<file path="src/rtl/dac_feeder_pkg.sv">
// Shared DAC code definitions for the sample feeder and its FIFO.
package dac_feeder_pkg;
  localparam int unsigned DAC_W          = 10;
  localparam int unsigned DAC_FULL_SCALE = 1023;
  localparam int unsigned DAC_MIDSCALE   = 512;

  typedef logic [DAC_W-1:0] dac_code_t;
endpackage

</file>
<file path="src/rtl/dac_sample_fifo.sv">
// Synchronous FIFO with a level counter; the head word is visible on rd_data.
module dac_sample_fifo #(
  parameter int unsigned DATA_W = 10,
  parameter int unsigned DEPTH  = 8
) (
  input  logic                     clk,
  input  logic                     reset,
  input  logic                     push,
  input  logic                     pop,
  input  logic [DATA_W-1:0]        wr_data,
  output logic [DATA_W-1:0]        rd_data,
  output logic [$clog2(DEPTH):0]   level,
  output logic                     full,
  output logic                     empty
);
  localparam int unsigned PTR_W = $clog2(DEPTH);
  localparam int unsigned LVL_W = PTR_W + 1;

  logic [DATA_W-1:0] mem [DEPTH];
  logic [PTR_W-1:0]  wr_ptr;
  logic [PTR_W-1:0]  rd_ptr;
  logic              do_push;
  logic              do_pop;

  // Full is judged on the pre-pop level, so a simultaneous pop never opens a slot.
  assign full    = (level == LVL_W'(DEPTH));
  assign empty   = (level == '0);
  assign do_push = push && !full;
  assign do_pop  = pop && !empty;
  assign rd_data = mem[rd_ptr];

  always_ff @(posedge clk) begin
    if (do_push) mem[wr_ptr] <= wr_data;
  end

  always_ff @(posedge clk) begin
    if (reset) begin
      wr_ptr <= '0;
      rd_ptr <= '0;
      level  <= '0;
    end else begin
      if (do_push) wr_ptr <= wr_ptr + PTR_W'(1);
      if (do_pop)  rd_ptr <= rd_ptr + PTR_W'(1);
      if (do_push && !do_pop)      level <= level + LVL_W'(1);
      else if (do_pop && !do_push) level <= level - LVL_W'(1);
    end
  end
endmodule

</file>
<file path="src/rtl/dac_sample_feeder.sv">
// Buffers DAC codes from the core and releases one per programmable sample period.
module dac_sample_feeder
  import dac_feeder_pkg::*;
#(
  parameter int unsigned DATA_W = DAC_W,
  parameter int unsigned DEPTH  = 8,
  parameter int unsigned DIV_W  = 16
) (
  input  logic                   clk,
  input  logic                   reset,
  input  logic                   en,
  input  logic [DIV_W-1:0]       div,
  input  logic                   wr_valid,
  input  logic [DATA_W-1:0]      wr_data,
  output logic                   wr_ready,
  input  logic                   clr_underflow,
  output logic [DATA_W-1:0]      dac_d,
  output logic                   sample_tick,
  output logic [$clog2(DEPTH):0] level,
  output logic                   underflow
);
  logic [DIV_W-1:0]  cnt;
  logic              event_c;
  logic              push_c;
  logic              pop_ok_c;
  logic              full;
  logic              empty;
  logic [DATA_W-1:0] head;

  // >= lets a lowered div fire at once instead of wrapping the counter.
  assign event_c  = en && (cnt >= div);
  assign wr_ready = !reset && !full;
  assign push_c   = wr_valid && wr_ready;
  assign pop_ok_c = event_c && !empty;

  dac_sample_fifo #(
    .DATA_W (DATA_W),
    .DEPTH  (DEPTH)
  ) u_fifo (
    .clk     (clk),
    .reset   (reset),
    .push    (push_c),
    .pop     (event_c),
    .wr_data (wr_data),
    .rd_data (head),
    .level   (level),
    .full    (full),
    .empty   (empty)
  );

  always_ff @(posedge clk) begin
    if (reset || !en)  cnt <= '0;
    else if (event_c)  cnt <= '0;
    else               cnt <= cnt + DIV_W'(1);
  end

  always_ff @(posedge clk) begin
    if (reset) begin
      dac_d       <= '0;
      sample_tick <= 1'b0;
    end else begin
      sample_tick <= pop_ok_c;
      if (pop_ok_c) dac_d <= head;
    end
  end

  // Setting beats clearing when both land in the same cycle.
  always_ff @(posedge clk) begin
    if (reset)                  underflow <= 1'b0;
    else if (event_c && empty)  underflow <= 1'b1;
    else if (clr_underflow)     underflow <= 1'b0;
  end
endmodule

</file>
<file path="config.mk">
export PLATFORM = sky130hd
export DESIGN_NAME = dac_sample_feeder
export DESIGN_NICKNAME = d
export VERILOG_FILES = /design/src/rtl/dac_feeder_pkg.sv /design/src/rtl/dac_sample_fifo.sv /design/src/rtl/dac_sample_feeder.sv
export SDC_FILE = /design/constraint.sdc
export NUM_CORES = 1
export LEC_CHECK = 0
export CAP_MARGIN = 20
export CORE_ASPECT_RATIO = 0.9
export CORE_MARGIN = 2
export CORE_UTILIZATION = 56
export CTS_CLUSTER_DIAMETER = 120
export DETAILED_ROUTE_END_ITERATION = 12
export GPL_ROUTABILITY_DRIVEN = 0
export PLACE_DENSITY = 0.76
export SYNTH_ARGS = -nofsm -noshare
export SYNTH_HDL_FRONTEND = slang
export SYNTH_HIERARCHICAL = 1
export SYNTH_SLANG_ARGS = --single-unit
</file>
<file path="constraint.sdc">
create_clock -name clk -period 5.8 [get_ports clk]
set_clock_uncertainty 0.1 [all_clocks]
set_input_delay 1.45 -clock clk [delete_from_list [all_inputs] [get_ports clk]]
set_output_delay 1.45 -clock clk [all_outputs]
set_load 0.02 [all_outputs]
</file>
==> impl_metrics.yaml, run 1 <==
run_status:
  outcome: "completed"
timing:
  drv_slew: 0
  post-route-period-util: 0.8206
  hold_slack_ns: 0.3578
  layout_setup_ws_ns: 1.040
  tightest_slew_ns: 1.119
  relSlewSlack: 0.2509
  setup-tns-final_ns: 0
  rsz0062_at_grt: "no"
  setup_violations: 0
  finalHoldViolCount: 0
  fmax_mhz: 210.1
  final.min_clock_period_ns: 4.760
logic_synthesis:
  synthArstFlopShare: 0
  synthCells: 366
  synth_cell_types: 43
  synth_flop_cell: "edfxtp_1"
  synth-seq-area-share: 0.6179
  yosys_register_bits: 121
  synth.net_count: 420
  synth-edff-count: 80
  synth_area_um2: 5216
  syn_avg_cell_area_um2: 14.25
  yosys_warnings: 6
grt:
  grt_pass1_vias: 3090
  grt_pass1_wl_um: 15570
  grtUsageTotal: 0.2139
  grt_antenna_before_repair: 0
  grt_max_degree: 25
  overflow: 0
drt:
  met3_length_um: 462
  first_iter_violations: 159
  avgRoutedWirePerCell_um: 17.52
  drcViolationCount: 0
  wl_um: 9844
  vias: 3084
  vias_per_cell: 5.488
  ant_nets: 0
  top_layer: "met4"
  wl_met1_um: 4169
  firstDrtPassIters: 4
  wl_met2_um: 5116
final_layout:
  final_cell_mix: "edfxtp_1 (80), clkdlybuf4s50_1 (47), nor2_1 (41), dfxtp_1 (41), nand2_1 (23)"
  area_growth_pct: 23.79
  diodes: 0
  final_common_cell: "edfxtp_1"
  fillers: 599
  drive_gt1_frac: 0.1636
  final_nets: 481
  fin_util: 0.7109
  stdcell_area_um2: 6457
  instances_no_fill: 562
pwr:
  seq_power_share: 0.436
  ir_worst_vdd_mv: 0.1979
  leakage_nw: 2.315
  power_density_nw_per_um2: 336.8
  power_switching_mw: 0.4383
  clockPowerShare: 0.508
  finalPower_mw: 2.175
  power_frac_comb: 0.056
  internal-power_mw: 1.737
  p_sw_frac: 0.2015
setup_path:
  crit_cells: 15
  start_kind: "input pin"
  endpoint_kind: "flip-flop"
  reg2reg_slack_ns: 2.13
  cp_max_fo: 4
  critPathKind: "in2reg"
  path_cells: "clkdlybuf4s50_1 -> inv_1 -> ha_1 -> and4_1 -> nand2_1 -> or4_4 -> a31oi_1 -> o41ai_2 -> ha_1 -> inv_1 -> ha_1 -> a21oi_1 -> a211oi_1 -> a31oi_1 -> mux2_1"
  crit_slowest_cell: "or4_4"
  crit_path_max_incr_delay_ns: 0.57
  worst_path_most_repeated_cell: "ha_1"
  r2r-end: "u_fifo/level[3]$_SDFFE_PP0P_"
  worstPathArrival_ns: 5.06
  cp.required_ns: 6.10
  reg2regPathDepth: 13
  r2r-start: "cnt[13]$_SDFF_PP0_"
  cpLargestDelayFamily: "compound AO/OA/AOI/OAI gates"
  cp_num_buf_inv: 3
min_path:
  hp-start: "dac_d[7]$_SDFFE_PP0P_"
  holdPathStages: 2
  hold_class: "reg2reg"
  min_to: "dac_d[7]$_SDFFE_PP0P_"
clock_tree:
  numCtsBuffers: 17
  cts_sinks: 121
  clk_pin_slew_ns: 0.06
  cts_root_buffer: "clkbuf_8"
  cts_hold_buf: 0
  htree_levels: 4
  cts_buffer_depth: 2
  cts_tree: "done"
  insertion_delay_ns: 0.51
  cts_setup_buffers: 0
  cts_resized: 0
floorplan:
  die_w_um: 105.7
  ios: 48
  dieArea_um2: 10100
  rows: 33
  start_util: 0.5742
  core_area_um2: 9084
  die_y_um: 95.56
placed_design:
  dpl.cell_count: 528
  placed_cell_area_um2: 5813
  io_buffers: 47
  place_ws_ns: 0.5335
  hpwl_um: 6382
run:
  drv_cap: 0
## metal layers
metal / vias to the layer above / global-route usage
li1: 1468 / -
met1: 1531 / 0.2501
met2: 78 / 0.3715
met3: 7 / 0.06220
met4: 0 / 0.09539
met5: - / 0
## layout make-up
type	count	area [um2]	area share
flip-flops and latches	121	3223	0.4991
multi-input cells	211	1847	0.2860
clock buffers	20	425.4	0.06588
clock inverters	12	200.2	0.03100
inverters	22	82.58	0.01279
well taps	122	152.6	0.02364
repair buffers	54	526.8	0.08157
## state kept, by name, indices dropped and copies added, names as in the netlist, named ones only
register and cells:
u_fifo/mem 80, cnt 16, dac_d 10, u_fifo/level 4, u_fifo/rd_ptr 3, u_fifo/wr_ptr 3, sample_tick 1, underflow 1
## worst max path at each step
| stage | slack [ns] | start | endpoint |
|---|---|---|---|
| after CTS | 1.08 | div[14] | u_fifo/level[3]$_SDFFE_PP0P_ |
| final | 1.04 | div[14] | u_fifo/level[3]$_SDFFE_PP0P_ |
| after detailed placement | 0.53 | div[14] | u_fifo/level[3]$_SDFFE_PP0P_ |
| after global placement | 0.67 | div[14] | u_fifo/level[3]$_SDFFE_PP0P_ |
| after floorplan | 1.31 | div[13] | u_fifo/level[3]$_SDFFE_PP0P_ |
| after global routing | 0.87 | div[11] | u_fifo/level[3]$_SDFFE_PP0P_ |
## power by group through the flow
stage	Sequential [mW]	Combinational (mW)	Clock [mW]
detailed placement	0.966	0.122	0
floorplan	0.967	0.0659	0
global route	0.950	0.134	1.16
finish	0.948	0.122	1.10
global placement	0.964	0.119	0
CTS	0.948	0.123	1.12
## worst min-delay path, stage by stage, from the launching register on
cell and delay (ns):
dfxtp_1 0.31, nand2_1 0.05, mux2i_1 0.05
## synthesized netlist by cell type, types with 3 or more instances
cell / n / area [um2]
a21oi_1: 5 / 25.02
and2_1: 3 / 18.77
and3_1: 4 / 25.02
and4_1: 3 / 26.28
buf_2: 3 / 15.01
clkbuf_1: 6 / 22.52
dfxtp_1: 41 / 820.8
edfxtp_1: 80 / 2402
ha_1: 22 / 275.3
inv_1: 22 / 82.58
mux2_2: 10 / 112.6
mux2i_1: 13 / 130.1
mux4_2: 20 / 450.4
nand2_1: 23 / 86.33
nand2b_1: 12 / 75.07
nand3_1: 5 / 25.02
nand4_1: 5 / 31.28
nor2_1: 41 / 153.9
nor3_1: 3 / 15.01
xnor2_1: 8 / 70.07
xor2_1: 11 / 96.34
## cells by family (layout without fill, tap and decap cells)
kind of cell,after synthesis,after routing,synth area share
flops,121,121,0.6179
simple gates,107,107,0.1015
mux,44,44,0.1350
buf+inv,34,108,0.02806
fa+ha+maj,23,23,0.05661
xor+xnor,19,19,0.03190
compound gates,18,18,0.02903
Note: power is estimated with default switching activity, not from simulation.
==> run 2, diff against run 1 <==
--- a/config.mk
+++ b/config.mk
@@ -8,11 +8,11 @@
 export CAP_MARGIN = 20
 export CORE_ASPECT_RATIO = 0.9
 export CORE_MARGIN = 2
-export CORE_UTILIZATION = 56
+export CORE_UTILIZATION = 52
 export CTS_CLUSTER_DIAMETER = 120
 export DETAILED_ROUTE_END_ITERATION = 12
 export GPL_ROUTABILITY_DRIVEN = 0
-export PLACE_DENSITY = 0.76
+export PLACE_DENSITY = 0.74
 export SYNTH_ARGS = -nofsm -noshare
 export SYNTH_HDL_FRONTEND = slang
 export SYNTH_HIERARCHICAL = 1
==> constraint.sdc (replaced) <==
create_clock -name clk -period 3.8 [get_ports clk]
set_clock_uncertainty 0.1 [all_clocks]
set_input_delay 0.95 -clock clk [delete_from_list [all_inputs] [get_ports clk]]
set_output_delay 0.95 -clock clk [all_outputs]
set_load 0.02 [all_outputs]
==> run 2 against run 1 <==
  * First-iteration DRC count increased by 50%
  * Via count increased by 1.9%
  * Final cell count increased by 3.9%
  * Die area increased by 7.4%
  * Count of clock-buffer cells in the layout decreased by 3
  * Sequential power increased by 53%
  * Routed wire length increased by 3.2%
  * Critical path depth unchanged
  * Flip-flop and latch count unchanged
  * Hold slack got worse by 0.0031 ns
  * Combinational power increased by 83%
  * Critical path type unchanged
  * Critical endpoint unchanged
  * Largest power group unchanged
  * Highest routed layer unchanged
==> impl_metrics.yaml, run 2 (same netlist as run 1, synthesis figures left out) <==
clock_tree:
  cts_root_buffer: "clkbuf_8"
  htree_levels: 4
  cts_tree: "done"
  cts_sinks: 121
  numCtsBuffers: 17
  clk_pin_slew_ns: 0.06
  insertion_delay_ns: 0.51
  cts_hold_buf: 0
  cts_buffer_depth: 2
pwr:
  ir_worst_vdd_mv: 0.2961
  leakage_nw: 2.492
  finalPower_mw: 3.289
  power_switching_mw: 0.7329
  power_frac_comb: 0.068
  clockPowerShare: 0.491
  power_density_nw_per_um2: 480.8
  internal-power_mw: 2.556
  p_sw_frac: 0.2229
  seq_power_share: 0.441
floorplan:
  ios: 48
  rows: 34
  die_y_um: 99.02
  core_area_um2: 9699
  dieArea_um2: 10850
  start_util: 0.5378
  die_w_um: 109.6
grt:
  overflow: 0
  grt_pass1_wl_um: 16330
  grt_max_degree: 24
  grtUsageTotal: 0.2050
  grt_pass1_vias: 3212
  grt_antenna_before_repair: 0
setup_path:
  path_cells: "dlygate4sd2_1 -> inv_8 -> ha_4 -> and3_4 -> o211ai_1 -> or4_4 -> a31oi_4 -> o41ai_4 -> ha_2 -> inv_4 -> ha_4 -> a21oi_4 -> a211oi_2 -> a31oi_1 -> mux2_1"
  reg2regPathDepth: 13
  endpoint_kind: "flip-flop"
  worst_path_most_repeated_cell: "ha_4"
  critPathKind: "in2reg"
  crit_slowest_cell: "or4_4"
  worstPathArrival_ns: 3.98
  crit_path_end: "u_fifo/level[3]$_SDFFE_PP0P_"
  r2r-end: "u_fifo/level[3]$_SDFFE_PP0P_"
  cp-startpoint: "div[7]"
  cp_max_fo: 3
  cp.required_ns: 4.09
  r2r-start: "cnt[5]$_SDFF_PP0_"
  crit_path_max_incr_delay_ns: 0.56
  reg2reg_slack_ns: 0.49
  start_kind: "input pin"
final_layout:
  reg_top3: "u_fifo/mem (80), cnt (16), dac_d (10)"
  area_growth_pct: 31.13
  instances_no_fill: 584
  fin_util: 0.7052
  largest-register: "u_fifo/mem"
  final_cell_mix: "edfxtp_1 (80), nor2_1 (41), dfxtp_1 (41)"
  final_common_cell: "edfxtp_1"
  stdcell_area_um2: 6840
  fillers: 630
  diodes: 0
  drive_gt1_frac: 0.2773
  final_nets: 499
  largest_reg_flops: 80
drt:
  avgRoutedWirePerCell_um: 17.39
  ant_nets: 0
  drcViolationCount: 0
  firstDrtPassIters: 4
  wl_um: 10160
  first_iter_violations: 238
  vias: 3143
  vias_per_cell: 5.382
timing:
  setup-tns-final_ns: 0
  fmax_mhz: 270.7
  final.min_clock_period_ns: 3.694
  layout_setup_ws_ns: 0.1060
  rsz0062_at_grt: "no"
  finalHoldViolCount: 0
  tightest_slew_ns: 1.046
  relSlewSlack: 0.3018
  post-route-period-util: 0.9721
  drv_slew: 0
  hold_slack_ns: 0.3547
  setup_violations: 0
placed_design:
  io_buffers: 47
  placed_cell_area_um2: 6095
  place_ws_ns: -0.6785
  hpwl_um: 6446
  dpl.cell_count: 550
min_path:
  hp-start: "dac_d[0]$_SDFFE_PP0P_"
  hold_class: "reg2reg"
run_status:
  outcome: "completed"
run:
  drv_cap: 0
## run 2: changes by cell type in the layout (fill, tap and decap cells not counted), sizes merged
cell           delta
dlymetal6s2s     +10
clkdlybuf4s50    -11
clkbuf            -3
buf              +18
dlygate4sd2       +1
inv               +6
bufinv            -2
clkinvlp          +3
clkinv            -4
## run 2: final cells by class
class,count,area [um2],share of cell area
multi-input combinational,211,2066,0.3020
inverter,22,95.09,0.01390
clock buffer,17,414.1,0.06055
tap,126,157.7,0.02305
clock inverter,15,190.2,0.02780
timing repair buffer,72,694.4,0.1015
sequential,121,3223,0.4712
## run 2: metal layers
metal | track usage | part of all wire | up-vias | routed length [um]
li1 | - | - | 1499 | -
met1 | 0.2696 | 0.42 | 1560 | 4305
met2 | 0.3367 | 0.52 | 71 | 5238
met3 | 0.04960 | 0.049 | 13 | 496
met4 | 0.06426 | 0.012 | 0 | 117
met5 | 0 | 0 | - | 0
## run 2: what timing repair did
item | in CTS | in global routing
setup endpoints to repair | 1 | 2
resized for setup | 5 | 26
pin swaps | 9 | 17
endpoints found under the hold margin | 0 | 0
buffers inserted | 1 | 1
## run 2: how the worst min path moves through the flow
stage | endpoint | slack, ns | depth (start not counted)
2_1_floorplan | cnt[0]$_SDFF_PP0_ | 0.34 | 1
3_3_place_gp | dac_d[0]$_SDFFE_PP0P_ | 0.34 | 2
3_5_place_dp | dac_d[0]$_SDFFE_PP0P_ | 0.35 | 2
4_1_cts | dac_d[0]$_SDFFE_PP0P_ | 0.36 | 2
5_1_grt | dac_d[0]$_SDFFE_PP0P_ | 0.38 | 2
6_report | dac_d[0]$_SDFFE_PP0P_ | 0.35 | 2
## run 2: power groups by stage
| stage | combinational [mW] | sequential (mW) | clock [mW] |
|---|---|---|---|
| 4_1_cts | 0.217 | 1.45 | 1.64 |
| 5_1_grt | 0.244 | 1.45 | 1.70 |
| 2_1_floorplan | 0.110 | 1.48 | 0 |
| 3_3_place_gp | 0.201 | 1.47 | 0 |
| 6_report | 0.223 | 1.45 | 1.62 |
| 3_5_place_dp | 0.207 | 1.48 | 0 |
## run 2: worst max-delay path, delay by kind of cell
kind                       cells  cell delay (ns)
buffers and inverters          3             0.41
adders and majority gates      3             0.70
AOI/OAI and AO/OA              6             0.83
muxes                          1             0.34
and+or+nand+nor                2             0.74
==> run 3, diff against run 2 <==
--- a/config.mk
+++ b/config.mk
@@ -5,6 +5,7 @@
 export SDC_FILE = /design/constraint.sdc
 export NUM_CORES = 1
 export LEC_CHECK = 0
+export ABC_AREA = 0
 export CAP_MARGIN = 20
 export CORE_ASPECT_RATIO = 0.9
 export CORE_MARGIN = 2
==> results of run 3 <==
Final layout, timing and power as in run 2 (identical DEF).
